$ cat config.mk
export PLATFORM = sky130hd
export DESIGN_NAME = fp_add_pipe_flat
export DESIGN_NICKNAME = d
export VERILOG_FILES = /design/src/rtl/fp_add_pipe_if.sv /design/src/rtl/fp_add_pipe.sv /design/src/flat_wrapper.sv
export SDC_FILE = /design/constraint.sdc
export NUM_CORES = 1
export LEC_CHECK = 0
export ABC_AREA = 1
export BUFFER_PORTS_ARGS = -buffer_cell sky130_fd_sc_hd__buf_4
export CORE_UTILIZATION = 45
export CTS_CLUSTER_DIAMETER = 50
export DETAILED_ROUTE_END_ITERATION = 10
export SYNTH_ARGS = -nofsm -noshare
export SYNTH_HDL_FRONTEND = slang
export SYNTH_SLANG_ARGS = --single-unit
$ cat constraint.sdc
create_clock -name clk -period 8.3 [get_ports clk]
set_clock_uncertainty 0.1 [all_clocks]
set_input_delay 0.415 -clock clk [delete_from_list [all_inputs] [get_ports clk]]
set_output_delay 0.415 -clock clk [all_outputs]
set_load 0.02 [all_outputs]
$ cat src/rtl/fp_add_pipe_if.sv
// Stream interface for fp_add_pipe: operand beat in, packed result plus exception flags out.
interface fp_add_pipe_if #(
   parameter int EXP_W = 8,
   parameter int MAN_W = 7
);
   localparam int W = 1 + EXP_W + MAN_W;

   logic         in_valid;
   logic         in_ready;
   logic [W-1:0] a;
   logic [W-1:0] b;
   logic         sub;
   logic         out_valid;
   logic         out_ready;
   logic [W-1:0] result;
   logic         zero;
   logic         overflow;
   logic         underflow;
   logic         invalid;
   logic         inf;

   modport master (
      output in_valid, a, b, sub, out_ready,
      input  in_ready, out_valid, result, zero, overflow, underflow, invalid, inf
   );

   modport slave (
      input  in_valid, a, b, sub, out_ready,
      output in_ready, out_valid, result, zero, overflow, underflow, invalid, inf
   );
endinterface

$ cat src/rtl/fp_add_pipe.sv
// Three-stage parametrised floating-point adder/subtractor with round-to-nearest-even,
// flush-to-zero of subnormals and full special-value handling.
module fp_add_pipe #(
   parameter int EXP_W = 8,
   parameter int MAN_W = 7
) (
   input  logic         clk,
   input  logic         rst_n,
   fp_add_pipe_if.slave bus
);
   localparam int W     = 1 + EXP_W + MAN_W;
   localparam int SIG_W = MAN_W + 4;
   localparam int EW    = EXP_W + 2;
   localparam int LZC_W = $clog2(SIG_W + 1);

   localparam logic [EXP_W-1:0]     EXP_ONES  = {EXP_W{1'b1}};
   localparam logic [W-1:0]         QNAN      = {1'b0, EXP_ONES, 1'b1, {(MAN_W-1){1'b0}}};
   localparam logic signed [EW-1:0] EXP_MAX_S = {2'b00, EXP_ONES};
   localparam logic signed [EW-1:0] EXP_ZERO_S = {EW{1'b0}};

   function automatic logic [LZC_W-1:0] lzc_f(input logic [SIG_W-1:0] v);
      logic [LZC_W-1:0] n;
      logic             found;
      n     = {LZC_W{1'b0}};
      found = 1'b0;
      for (int i = SIG_W - 1; i >= 0; i--) begin
         if (!found) begin
            if (v[i]) found = 1'b1;
            else      n = n + LZC_W'(1);
         end else begin
            found = 1'b1;
         end
      end
      return n;
   endfunction

   logic stall_s, adv_s;
   assign stall_s      = bus.out_valid & ~bus.out_ready;
   assign adv_s        = ~stall_s;
   assign bus.in_ready = adv_s;

   // ---------------- S1: unpack, classify, swap, align ----------------
   logic             sa_s, sb_s, sx_s, sy_s;
   logic [EXP_W-1:0] ea_s, eb_s, ex_s, ey_s, d_s;
   logic [MAN_W-1:0] ma_s, mb_s, mx_s, my_s;
   logic             a_zero_s, b_zero_s, a_inf_s, b_inf_s, a_nan_s, b_nan_s;
   logic             spec_s, spec_zero_s, spec_inf_s, spec_inv_s;
   logic [W-1:0]     spec_res_s;
   logic [2*SIG_W-1:0] ext_s;
   logic [SIG_W-1:0] sig_y_s;

   assign sa_s = bus.a[W-1];
   assign ea_s = bus.a[W-2:MAN_W];
   assign ma_s = bus.a[MAN_W-1:0];
   assign sb_s = bus.b[W-1] ^ bus.sub;
   assign eb_s = bus.b[W-2:MAN_W];
   assign mb_s = bus.b[MAN_W-1:0];

   assign a_zero_s = (ea_s == {EXP_W{1'b0}});
   assign b_zero_s = (eb_s == {EXP_W{1'b0}});
   assign a_inf_s  = (ea_s == EXP_ONES) && (ma_s == {MAN_W{1'b0}});
   assign b_inf_s  = (eb_s == EXP_ONES) && (mb_s == {MAN_W{1'b0}});
   assign a_nan_s  = (ea_s == EXP_ONES) && (ma_s != {MAN_W{1'b0}});
   assign b_nan_s  = (eb_s == EXP_ONES) && (mb_s != {MAN_W{1'b0}});

   // Special-value result, resolved in priority order
   always_comb begin
      spec_s      = 1'b1;
      spec_res_s  = {W{1'b0}};
      spec_zero_s = 1'b0;
      spec_inf_s  = 1'b0;
      spec_inv_s  = 1'b0;
      if (a_nan_s || b_nan_s || (a_inf_s && b_inf_s && (sa_s != sb_s))) begin
         spec_res_s = QNAN;
         spec_inv_s = 1'b1;
      end else if (a_inf_s || b_inf_s) begin
         spec_res_s = {(a_inf_s ? sa_s : sb_s), EXP_ONES, {MAN_W{1'b0}}};
         spec_inf_s = 1'b1;
      end else if (a_zero_s && b_zero_s) begin
         spec_res_s  = {sa_s & sb_s, {(W-1){1'b0}}};
         spec_zero_s = 1'b1;
      end else if (a_zero_s) begin
         spec_res_s = {sb_s, eb_s, mb_s};
      end else if (b_zero_s) begin
         spec_res_s = bus.a;
      end else begin
         spec_s = 1'b0;
      end
   end

   // Order operands by magnitude so the subtraction never goes negative
   always_comb begin
      if ({ea_s, ma_s} >= {eb_s, mb_s}) begin
         sx_s = sa_s; ex_s = ea_s; mx_s = ma_s;
         sy_s = sb_s; ey_s = eb_s; my_s = mb_s;
      end else begin
         sx_s = sb_s; ex_s = eb_s; mx_s = mb_s;
         sy_s = sa_s; ey_s = ea_s; my_s = ma_s;
      end
   end

   assign d_s   = ex_s - ey_s;
   assign ext_s = {1'b1, my_s, 3'b000, {SIG_W{1'b0}}} >> d_s;

   // Align the smaller significand; everything shifted out folds into sticky
   always_comb begin
      if (32'(d_s) > 32'(MAN_W + 3)) begin
         sig_y_s = {{(SIG_W-1){1'b0}}, 1'b1};
      end else begin
         sig_y_s = ext_s[2*SIG_W-1:SIG_W] | {{(SIG_W-1){1'b0}}, |ext_s[SIG_W-1:0]};
      end
   end

   logic             s1_valid_r, s1_spec_r, s1_sign_r, s1_eff_sub_r;
   logic [2:0]       s1_spec_flags_r;
   logic [W-1:0]     s1_spec_res_r;
   logic [EXP_W-1:0] s1_exp_r;
   logic [SIG_W-1:0] s1_sig_x_r, s1_sig_y_r;

   // S1 pipeline register
   always_ff @(posedge clk or negedge rst_n) begin
      if (!rst_n) begin
         s1_valid_r      <= 1'b0;
         s1_spec_r       <= 1'b0;
         s1_spec_flags_r <= 3'b000;
         s1_spec_res_r   <= {W{1'b0}};
         s1_sign_r       <= 1'b0;
         s1_eff_sub_r    <= 1'b0;
         s1_exp_r        <= {EXP_W{1'b0}};
         s1_sig_x_r      <= {SIG_W{1'b0}};
         s1_sig_y_r      <= {SIG_W{1'b0}};
      end else if (adv_s) begin
         s1_valid_r      <= bus.in_valid;
         s1_spec_r       <= spec_s;
         s1_spec_flags_r <= {spec_zero_s, spec_inf_s, spec_inv_s};
         s1_spec_res_r   <= spec_res_s;
         s1_sign_r       <= sx_s;
         s1_eff_sub_r    <= sx_s ^ sy_s;
         s1_exp_r        <= ex_s;
         s1_sig_x_r      <= {1'b1, mx_s, 3'b000};
         s1_sig_y_r      <= sig_y_s;
      end
   end

   // ---------------- S2: add/sub, LZC, normalise ----------------
   logic [SIG_W:0]          sum_s;
   logic [LZC_W-1:0]        lz_s;
   logic [SIG_W-1:0]        norm_sig_s;
   logic signed [EW-1:0]    norm_exp_s;

   assign sum_s = s1_eff_sub_r ? ({1'b0, s1_sig_x_r} - {1'b0, s1_sig_y_r})
                               : ({1'b0, s1_sig_x_r} + {1'b0, s1_sig_y_r});
   assign lz_s  = lzc_f(sum_s[SIG_W-1:0]);

   // Carry out shifts right by one, otherwise shift the leading one up to the hidden position
   always_comb begin
      if (sum_s[SIG_W]) begin
         norm_sig_s = {sum_s[SIG_W:2], sum_s[1] | sum_s[0]};
         norm_exp_s = $signed({2'b00, s1_exp_r}) + EW'(1);
      end else begin
         norm_sig_s = sum_s[SIG_W-1:0] << lz_s;
         norm_exp_s = $signed({2'b00, s1_exp_r}) - $signed(EW'(lz_s));
      end
   end

   logic                 s2_valid_r, s2_spec_r, s2_sign_r, s2_zero_r;
   logic [2:0]           s2_spec_flags_r;
   logic [W-1:0]         s2_spec_res_r;
   logic signed [EW-1:0] s2_exp_r;
   logic [SIG_W-1:0]     s2_sig_r;

   // S2 pipeline register
   always_ff @(posedge clk or negedge rst_n) begin
      if (!rst_n) begin
         s2_valid_r      <= 1'b0;
         s2_spec_r       <= 1'b0;
         s2_spec_flags_r <= 3'b000;
         s2_spec_res_r   <= {W{1'b0}};
         s2_sign_r       <= 1'b0;
         s2_zero_r       <= 1'b0;
         s2_exp_r        <= {EW{1'b0}};
         s2_sig_r        <= {SIG_W{1'b0}};
      end else if (adv_s) begin
         s2_valid_r      <= s1_valid_r;
         s2_spec_r       <= s1_spec_r;
         s2_spec_flags_r <= s1_spec_flags_r;
         s2_spec_res_r   <= s1_spec_res_r;
         s2_sign_r       <= s1_sign_r;
         s2_zero_r       <= (sum_s == {(SIG_W+1){1'b0}});
         s2_exp_r        <= norm_exp_s;
         s2_sig_r        <= norm_sig_s;
      end
   end

   // ---------------- S3: round, exceptions, pack ----------------
   logic                 rnd_up_s;
   logic [MAN_W+1:0]     rounded_s;
   logic [MAN_W-1:0]     man_out_s;
   logic signed [EW-1:0] rnd_exp_s;
   logic [W-1:0]         res_s;
   logic                 zero_s, ovf_s, unf_s, inv_s, inf_s;

   assign rnd_up_s  = s2_sig_r[2] & (s2_sig_r[1] | s2_sig_r[0] | s2_sig_r[3]);
   assign rounded_s = {1'b0, s2_sig_r[SIG_W-1:3]} + {{(MAN_W+1){1'b0}}, rnd_up_s};

   // Rounding carry renormalises by bumping the exponent
   always_comb begin
      if (rounded_s[MAN_W+1]) begin
         man_out_s = rounded_s[MAN_W:1];
         rnd_exp_s = s2_exp_r + EW'(1);
      end else begin
         man_out_s = rounded_s[MAN_W-1:0];
         rnd_exp_s = s2_exp_r;
      end
   end

   // Final result selection and exception flags
   always_comb begin
      res_s  = {W{1'b0}};
      zero_s = 1'b0;
      ovf_s  = 1'b0;
      unf_s  = 1'b0;
      inv_s  = 1'b0;
      inf_s  = 1'b0;
      if (s2_spec_r) begin
         res_s  = s2_spec_res_r;
         zero_s = s2_spec_flags_r[2];
         inf_s  = s2_spec_flags_r[1];
         inv_s  = s2_spec_flags_r[0];
      end else if (s2_zero_r) begin
         zero_s = 1'b1;
      end else if (rnd_exp_s >= EXP_MAX_S) begin
         res_s = {s2_sign_r, EXP_ONES, {MAN_W{1'b0}}};
         ovf_s = 1'b1;
         inf_s = 1'b1;
      end else if (rnd_exp_s <= EXP_ZERO_S) begin
         res_s  = {s2_sign_r, {(W-1){1'b0}}};
         unf_s  = 1'b1;
         zero_s = 1'b1;
      end else begin
         res_s = {s2_sign_r, rnd_exp_s[EXP_W-1:0], man_out_s};
      end
   end

   logic         out_valid_r, zero_r, ovf_r, unf_r, inv_r, inf_r;
   logic [W-1:0] result_r;

   // Output register; holds steady while downstream stalls
   always_ff @(posedge clk or negedge rst_n) begin
      if (!rst_n) begin
         out_valid_r <= 1'b0;
         result_r    <= {W{1'b0}};
         zero_r      <= 1'b0;
         ovf_r       <= 1'b0;
         unf_r       <= 1'b0;
         inv_r       <= 1'b0;
         inf_r       <= 1'b0;
      end else if (adv_s) begin
         out_valid_r <= s2_valid_r;
         result_r    <= res_s;
         zero_r      <= zero_s;
         ovf_r       <= ovf_s;
         unf_r       <= unf_s;
         inv_r       <= inv_s;
         inf_r       <= inf_s;
      end
   end

   assign bus.out_valid = out_valid_r;
   assign bus.result    = result_r;
   assign bus.zero      = zero_r;
   assign bus.overflow  = ovf_r;
   assign bus.underflow = unf_r;
   assign bus.invalid   = inv_r;
   assign bus.inf       = inf_r;
endmodule
$ cat src/flat_wrapper.sv
// flat-port wrapper written by rule: the top's interface ports become plain ports
module fp_add_pipe_flat 
#(
   parameter int EXP_W = 8,
   parameter int MAN_W = 7
)
  (clk, rst_n, bus_in_valid, bus_a, bus_b, bus_sub, bus_out_ready, bus_in_ready, bus_out_valid, bus_result, bus_zero, bus_overflow, bus_underflow, bus_invalid, bus_inf);
  fp_add_pipe_if #(.EXP_W(EXP_W), .MAN_W(MAN_W)) bus_i ();
  input  logic clk;
  input  logic rst_n;
  input wire logic [$bits(bus_i.in_valid)-1:0] bus_in_valid;
  input wire logic [$bits(bus_i.a)-1:0] bus_a;
  input wire logic [$bits(bus_i.b)-1:0] bus_b;
  input wire logic [$bits(bus_i.sub)-1:0] bus_sub;
  input wire logic [$bits(bus_i.out_ready)-1:0] bus_out_ready;
  output wire logic [$bits(bus_i.in_ready)-1:0] bus_in_ready;
  output wire logic [$bits(bus_i.out_valid)-1:0] bus_out_valid;
  output wire logic [$bits(bus_i.result)-1:0] bus_result;
  output wire logic [$bits(bus_i.zero)-1:0] bus_zero;
  output wire logic [$bits(bus_i.overflow)-1:0] bus_overflow;
  output wire logic [$bits(bus_i.underflow)-1:0] bus_underflow;
  output wire logic [$bits(bus_i.invalid)-1:0] bus_invalid;
  output wire logic [$bits(bus_i.inf)-1:0] bus_inf;
  assign bus_i.in_valid = bus_in_valid;
  assign bus_i.a = bus_a;
  assign bus_i.b = bus_b;
  assign bus_i.sub = bus_sub;
  assign bus_i.out_ready = bus_out_ready;
  assign bus_in_ready = bus_i.in_ready;
  assign bus_out_valid = bus_i.out_valid;
  assign bus_result = bus_i.result;
  assign bus_zero = bus_i.zero;
  assign bus_overflow = bus_i.overflow;
  assign bus_underflow = bus_i.underflow;
  assign bus_invalid = bus_i.invalid;
  assign bus_inf = bus_i.inf;
  fp_add_pipe #(.EXP_W(EXP_W), .MAN_W(MAN_W)) u_core (.clk(clk), .rst_n(rst_n), .bus(bus_i));
endmodule
Yosys cells after proc, flatten, opt, wreduce, memory -nomap -nowiden:

Index checks and enable logic that the tools add are counted.

* flip-flop bits (word level): 116
* input port bits: 37
* output and inout port bits: 23
* logic and storage cells: 163

* $add $sub $neg: 17
* magnitude comparators: 4
* equality and inequality tests: 3
* shift operators: 2
* muxes and demuxes: 84
* bitwise logic cells: 11
* reductions and logical operators: 18

Operators with widths (number)
* 16-bit two-way mux: 7
* 4-bit two-way mux: 20
* 1-bit two-way mux: 45
* 4-bit by 1-bit adder with 4-bit output, second input constant: 9
* 15-bit two-way mux: 2
* 11-bit two-way mux: 2
* 22-bit by 8-bit right shift with 22-bit output: 1
* 7-bit two-way mux: 3
* 10-bit two-way mux: 2
* 8-bit equality test, second input constant: 2
* 8-bit logical NOT: 2
* 8-bit two-way mux: 2
* 15-bit greater-or-equal comparator: 1
* 7-bit logical NOT: 2
* 7-bit nonzero test: 2
* 11-bit by 11-bit adder with 12-bit output: 1
* 12-bit logical NOT: 1
* 12-bit two-way mux: 1
* 11-bit by 11-bit subtractor with 12-bit output: 1
* 11-bit by 1-bit bitwise OR with 11-bit output: 1
* 11-bit OR reduction: 1
* 11-bit by 4-bit left shift with 11-bit output: 1
* 10-bit by 2-bit adder with 10-bit output, second input constant: 1
* 10-bit by 9-bit greater-or-equal comparator with 1-bit output, second input constant: 1
* other kinds (14): 28

Depth between registers and ports, before layout:

* depth after elaboration: 35
* depth in mapped cells: 48
* mapped depth without buffers: 48

Least setup slack after synthesis:

No wires, ideal clock.

* kind: register to register
* from: register u_core.s1_sig_y_r[5]
* to: register u_core.s2_exp_r[4]
* library setup time: 0.130 ns
* data arrival time: 6.050 ns
* required time: 8.070 ns
* slack: 2.020 ns
* cell stages (with the launch flop): 46
* path buffers: 1
* period minus slack after synthesis: 6.280 ns
* cell sequence: dfrtp_1 inv_1 ha_1 inv_2 nand3_1 nand2_1 nand2_1 nand2_1 nand2_1 o21ai_2 nand2_1 a21oi_2 ha_1 o21ai_0 inv_1 ha_1 inv_1 a31oi_1 [10 not listed] inv_1 nand2_1 o21ai_0 a21oi_1 ha_1 nand2_1 o211ai_2 nand2_2 buf_6 inv_1 fa_1 nor2_1 o21ai_0 nand3b_1 nand2_1 xor2_1 nand2_1 o21ai_0

* cells in the longest elaborated chain, start to end: 35
* elaborated cells on any way between the ends: 51
* those cells by class: add/sub (13); mux (38)

Ends and longest elaborated chain
* from (decl): RTL line fp_add_pipe.sv:118 `logic [SIG_W-1:0] s1_sig_x_r, s1_sig_y_r;`
* from (signal assigned): RTL line fp_add_pipe.sv:131 `s1_sig_y_r <= {SIG_W{1'b0}};`
* from (signal assigned): RTL line fp_add_pipe.sv:141 `s1_sig_y_r <= sig_y_s;`
* 11-bit by 11-bit adder with 12-bit output or 11-bit by 11-bit subtractor with 12-bit output (tied branches): RTL line fp_add_pipe.sv:152, fp_add_pipe.sv:151
* 12-bit two-way mux (*): RTL line fp_add_pipe.sv:151 `assign sum_s = s1_eff_sub_r ? ({1'b0, s1_sig_x_r} - {1'b0, s1_sig_y_r})`
* 1-bit two-way mux: RTL line fp_add_pipe.sv:28 `if (v[i]) found = 1'b1;`
* 1-bit by 1-bit adder with 2-bit output: RTL line fp_add_pipe.sv:29 `else n = n + LZC_W'(1);`
* 4-bit two-way mux: RTL line fp_add_pipe.sv:28
* 4-bit two-way mux: RTL line fp_add_pipe.sv:27 `if (!found) begin`
* 4-bit by 1-bit adder with 4-bit output: RTL line fp_add_pipe.sv:29
* 4-bit two-way mux: RTL line fp_add_pipe.sv:28
* [19 not listed]
* 4-bit by 1-bit adder with 4-bit output: RTL line fp_add_pipe.sv:29
* 4-bit two-way mux: RTL line fp_add_pipe.sv:28
* 4-bit two-way mux: RTL line fp_add_pipe.sv:27
* 4-bit by 1-bit adder with 4-bit output: RTL line fp_add_pipe.sv:29
* 4-bit two-way mux: RTL line fp_add_pipe.sv:28
* 4-bit two-way mux: RTL line fp_add_pipe.sv:27
* 8-bit by 4-bit subtractor with 9-bit output: RTL line fp_add_pipe.sv:162 `norm_exp_s = $signed({2'b00, s1_exp_r}) - $signed(EW'(lz_s));`
* 10-bit two-way mux (*): RTL line fp_add_pipe.sv:157 `if (sum_s[SIG_W]) begin`
* to (signal assigned): RTL line fp_add_pipe.sv:181 `s2_exp_r <= {EW{1'b0}};`
* to (signal assigned): RTL line fp_add_pipe.sv:190 `s2_exp_r <= norm_exp_s;`
* to (decl): RTL line fp_add_pipe.sv:169 `logic signed [EW-1:0] s2_exp_r;`

Every way passes the cells marked *; elsewhere a longest branch is shown, timed or not.
A chain may end at the register's enable or synchronous reset.

Final worst setup path:

* from: register u_core.s1_sig_y_r[7]
* to: register u_core.s2_exp_r[4]

Same word-level chain as after synthesis.

==> impl_metrics.tcl <==
set metrics [dict create \
    ys_types 56 \
    worstSetupStartpointType "flip-flop" \
    max-slew-margin-rel 0.3066 \
    cts_max_level 4 \
    dp_hpwl_um 20350 \
    synth_nets 1432 \
    yosysWarnings 0 \
    grt_usage 0.2582 \
    cts_hold_buf 1 \
    cts_sinks 116 \
    critPathTopFamily "simple AND/OR/NAND/NOR gates" \
    dr.first_iter.drc_count 510 \
    tightest_slew_ps 1029 \
    final_cell_mix "nand2_1 (353), inv_1 (177), nand3_1 (118), dfrtp_1 (116), o21ai_0 (104)" \
    rows 51 \
    ir_drop_v 0.0001501 \
    netlist_area_mm2 0.009200 \
    synth.yosys.seq_area_share 0.3155 \
    cap_violations 0 \
    crit_path_frequent_cell "nand2_1" \
    dieArea_mm2 0.02102 \
    path_buf_inv 5 \
    final.fill_count 2011 \
    dr_wl_met2_um 11970 \
    post-route-period-util 0.8371 \
    clockBufferDepth 2 \
    drtAntennaViolNets 0 \
    path_clk_slew_ps 60 \
    post-place-ws_ps 1414 \
    slowest_delay_ps 460 \
    setup_viol 0 \
    overflow 0 \
    clock_latency_ps 420 \
    synth-main-ff-cell "dfrtp_1" \
    coreArea_mm2 0.01978 \
    port_buffers 59 \
    power.density_mw_per_mm2 292.3 \
    slowest_stage "ha_1" \
    antenna_found_initial 1 \
    highest-signal-layer "met4" \
    rsz0062_at_grt "no" \
    syn_avg_cell_area_um2 6.845 \
    via_per_inst 5.369 \
    wl_per_cell_um 15.83 \
    dr.pass1.iters 5 \
    routed_wl_um 26370 \
    clockRootBuffer "clkbuf_16" \
    period_needed_ps 6948 \
    die_x_um 145.0 \
    tritoncts "yes" \
    required_ps 8470 \
    crit_path_end_kind "flip-flop" \
    setup_ws_ps 1352 \
    power_leakage_uw 0.005469 \
    ys_ff_latch 116 \
    cts_resized 0 \
    met1_length_um 12940 \
    syn2layout_area_growth_pct 13.83 \
    critPathKind "flip-flop to flip-flop" \
    vias 8944 \
    status "complete, no violations" \
    tns_ps 0 \
    cts_buffers 17 \
    wl_met3_um 978 \
    grt_max_degree 76 \
    layout.nets 1476 \
    start_util 0.4651 \
    syn_inst 1344 \
    synthArstFlopShare 1.000 \
    post_cts_buffers 0 \
    synth_edf_count 0 \
    globalplace.congestion 0.9379 \
    io_pins 60 \
    arrival_ps 7120 \
    ff2ff_setup_slack_ps 1350 \
    hold_viol 0 \
    grt_pass1_vias 8547 \
    die_h_um 145.0 \
    drc 0 \
    crit_fanout 11 \
    hold_class "primary input to flip-flop" \
    drive_above_1_share 0.1071 \
    drv_slew 0 \
    fmax_mhz 143.9 \
    grt_pass1_wl_um 43510 \
    final_common_cell "nand2_1" \
]
-- stage by stage --
stage	cells	util	hold WS [ps]	cell area, um2	total power (uW)
finish	1666	0.5294	106.9	10470	3061
global placement	1633	0.4968	340.6	9828	2269
CTS	1665	0.5293	94.64	10470	3077
global route	1665	0.5293	127.4	10470	3312
detailed placement	1633	0.4968	342.6	9828	2274
floorplan	1344	-	19.41	9200	1870
-- tightest hold or removal path, delay by kind of cell --
family	cells	cell delay, ps
simple gates	2	90
buf+inv	1	80
-- report_power, final --
group,internal (uW),switching (uW),leakage (uW)
sequential,724,124,0.00146
clock,519,271,0.000303
combinational,483,940,0.00370
-- Yosys cell counts (3+ instances only) --
cell type,number,area [um2]
xor2_1,25,219.0
a32oi_1,4,35.03
nand2_1,353,1325
o211ai_1,9,67.56
nand3_4,3,52.55
nor3_1,16,80.08
a31oi_1,3,18.77
nand3_1,118,590.6
a32o_1,8,80.08
ha_1,49,613.1
o21ai_1,7,35.03
dfrtp_1,116,2903
o21ai_0,104,520.5
nand2_4,3,33.78
nor2_8,3,60.06
nand3b_1,7,52.55
nor4_1,11,68.82
clkinv_1,5,18.77
nor2_1,88,330.3
o21ai_2,3,26.28
xnor2_1,4,35.03
nand3_2,3,30.03
o22ai_1,27,168.9
buf_2,4,20.02
buf_4,6,45.04
clkbuf_1,27,101.4
nor2_2,3,18.77
inv_2,15,56.30
a22oi_1,3,22.52
or2_2,3,18.77
inv_1,178,668.1
nand2_2,10,62.56
a21oi_1,61,305.3
nand4_1,35,219.0
-- area by class of cell --
class                   count  area (um2)  area share
repair buffers             65       490.5     0.04683
inverters                 199       750.7     0.07168
multi-input cells         989        5363      0.5121
clock inverters            11       175.2     0.01673
flip-flops and latches    116        2903      0.2772
well taps                 265       331.6     0.03166
clock buffers              20       456.7     0.04361
diodes                      1       2.502   0.0002389
-- worst paths after layout --
check	startpoint	end	depth (start not counted)
min in group asynchronous	rst_n	u_core.s2_zero_r	2
max in group asynchronous	rst_n	u_core.s2_spec_res_r[3]	3
worst min-delay path	bus_in_valid	u_core.s1_valid_r	3
worst min register to register	u_core.s2_valid_r	u_core.bus.out_valid	2
worst max register to register	u_core.s1_sig_y_r[7]	u_core.s2_exp_r[4]	45
worst max-delay path	u_core.s1_sig_y_r[7]	u_core.s2_exp_r[4]	45
-- per-layer routing --
layer	global-route usage	up-vias
met5	0	-
met4	0.09362	0
met3	0.03050	30
met2	0.4123	203
met1	0.3581	4161
li1	-	4550
-- logic make-up after synthesis --
group	count (synthesis)	share of synthesized area
xor+xnor	30	0.02938
flops	116	0.3155
buf+inv	239	0.1024
compound gates	245	0.1548
fa+ha+maj	51	0.07099
simple gates	663	0.3269
-- registers in the layout (all words and copies together), names as in the netlist, 3 cells and up --
register	cells
u_core.bus.result	16
u_core.s1_exp_r	8
u_core.s1_spec_flags_r	3
u_core.s1_spec_res_r	16
u_core.s2_exp_r	10
u_core.s2_spec_res_r	16
u_core.s1_sig_y_r	11
u_core.s1_sig_x_r	8
u_core.s2_spec_flags_r	3
u_core.s2_sig_r	11
Note: power is estimated with default switching activity, not from simulation.
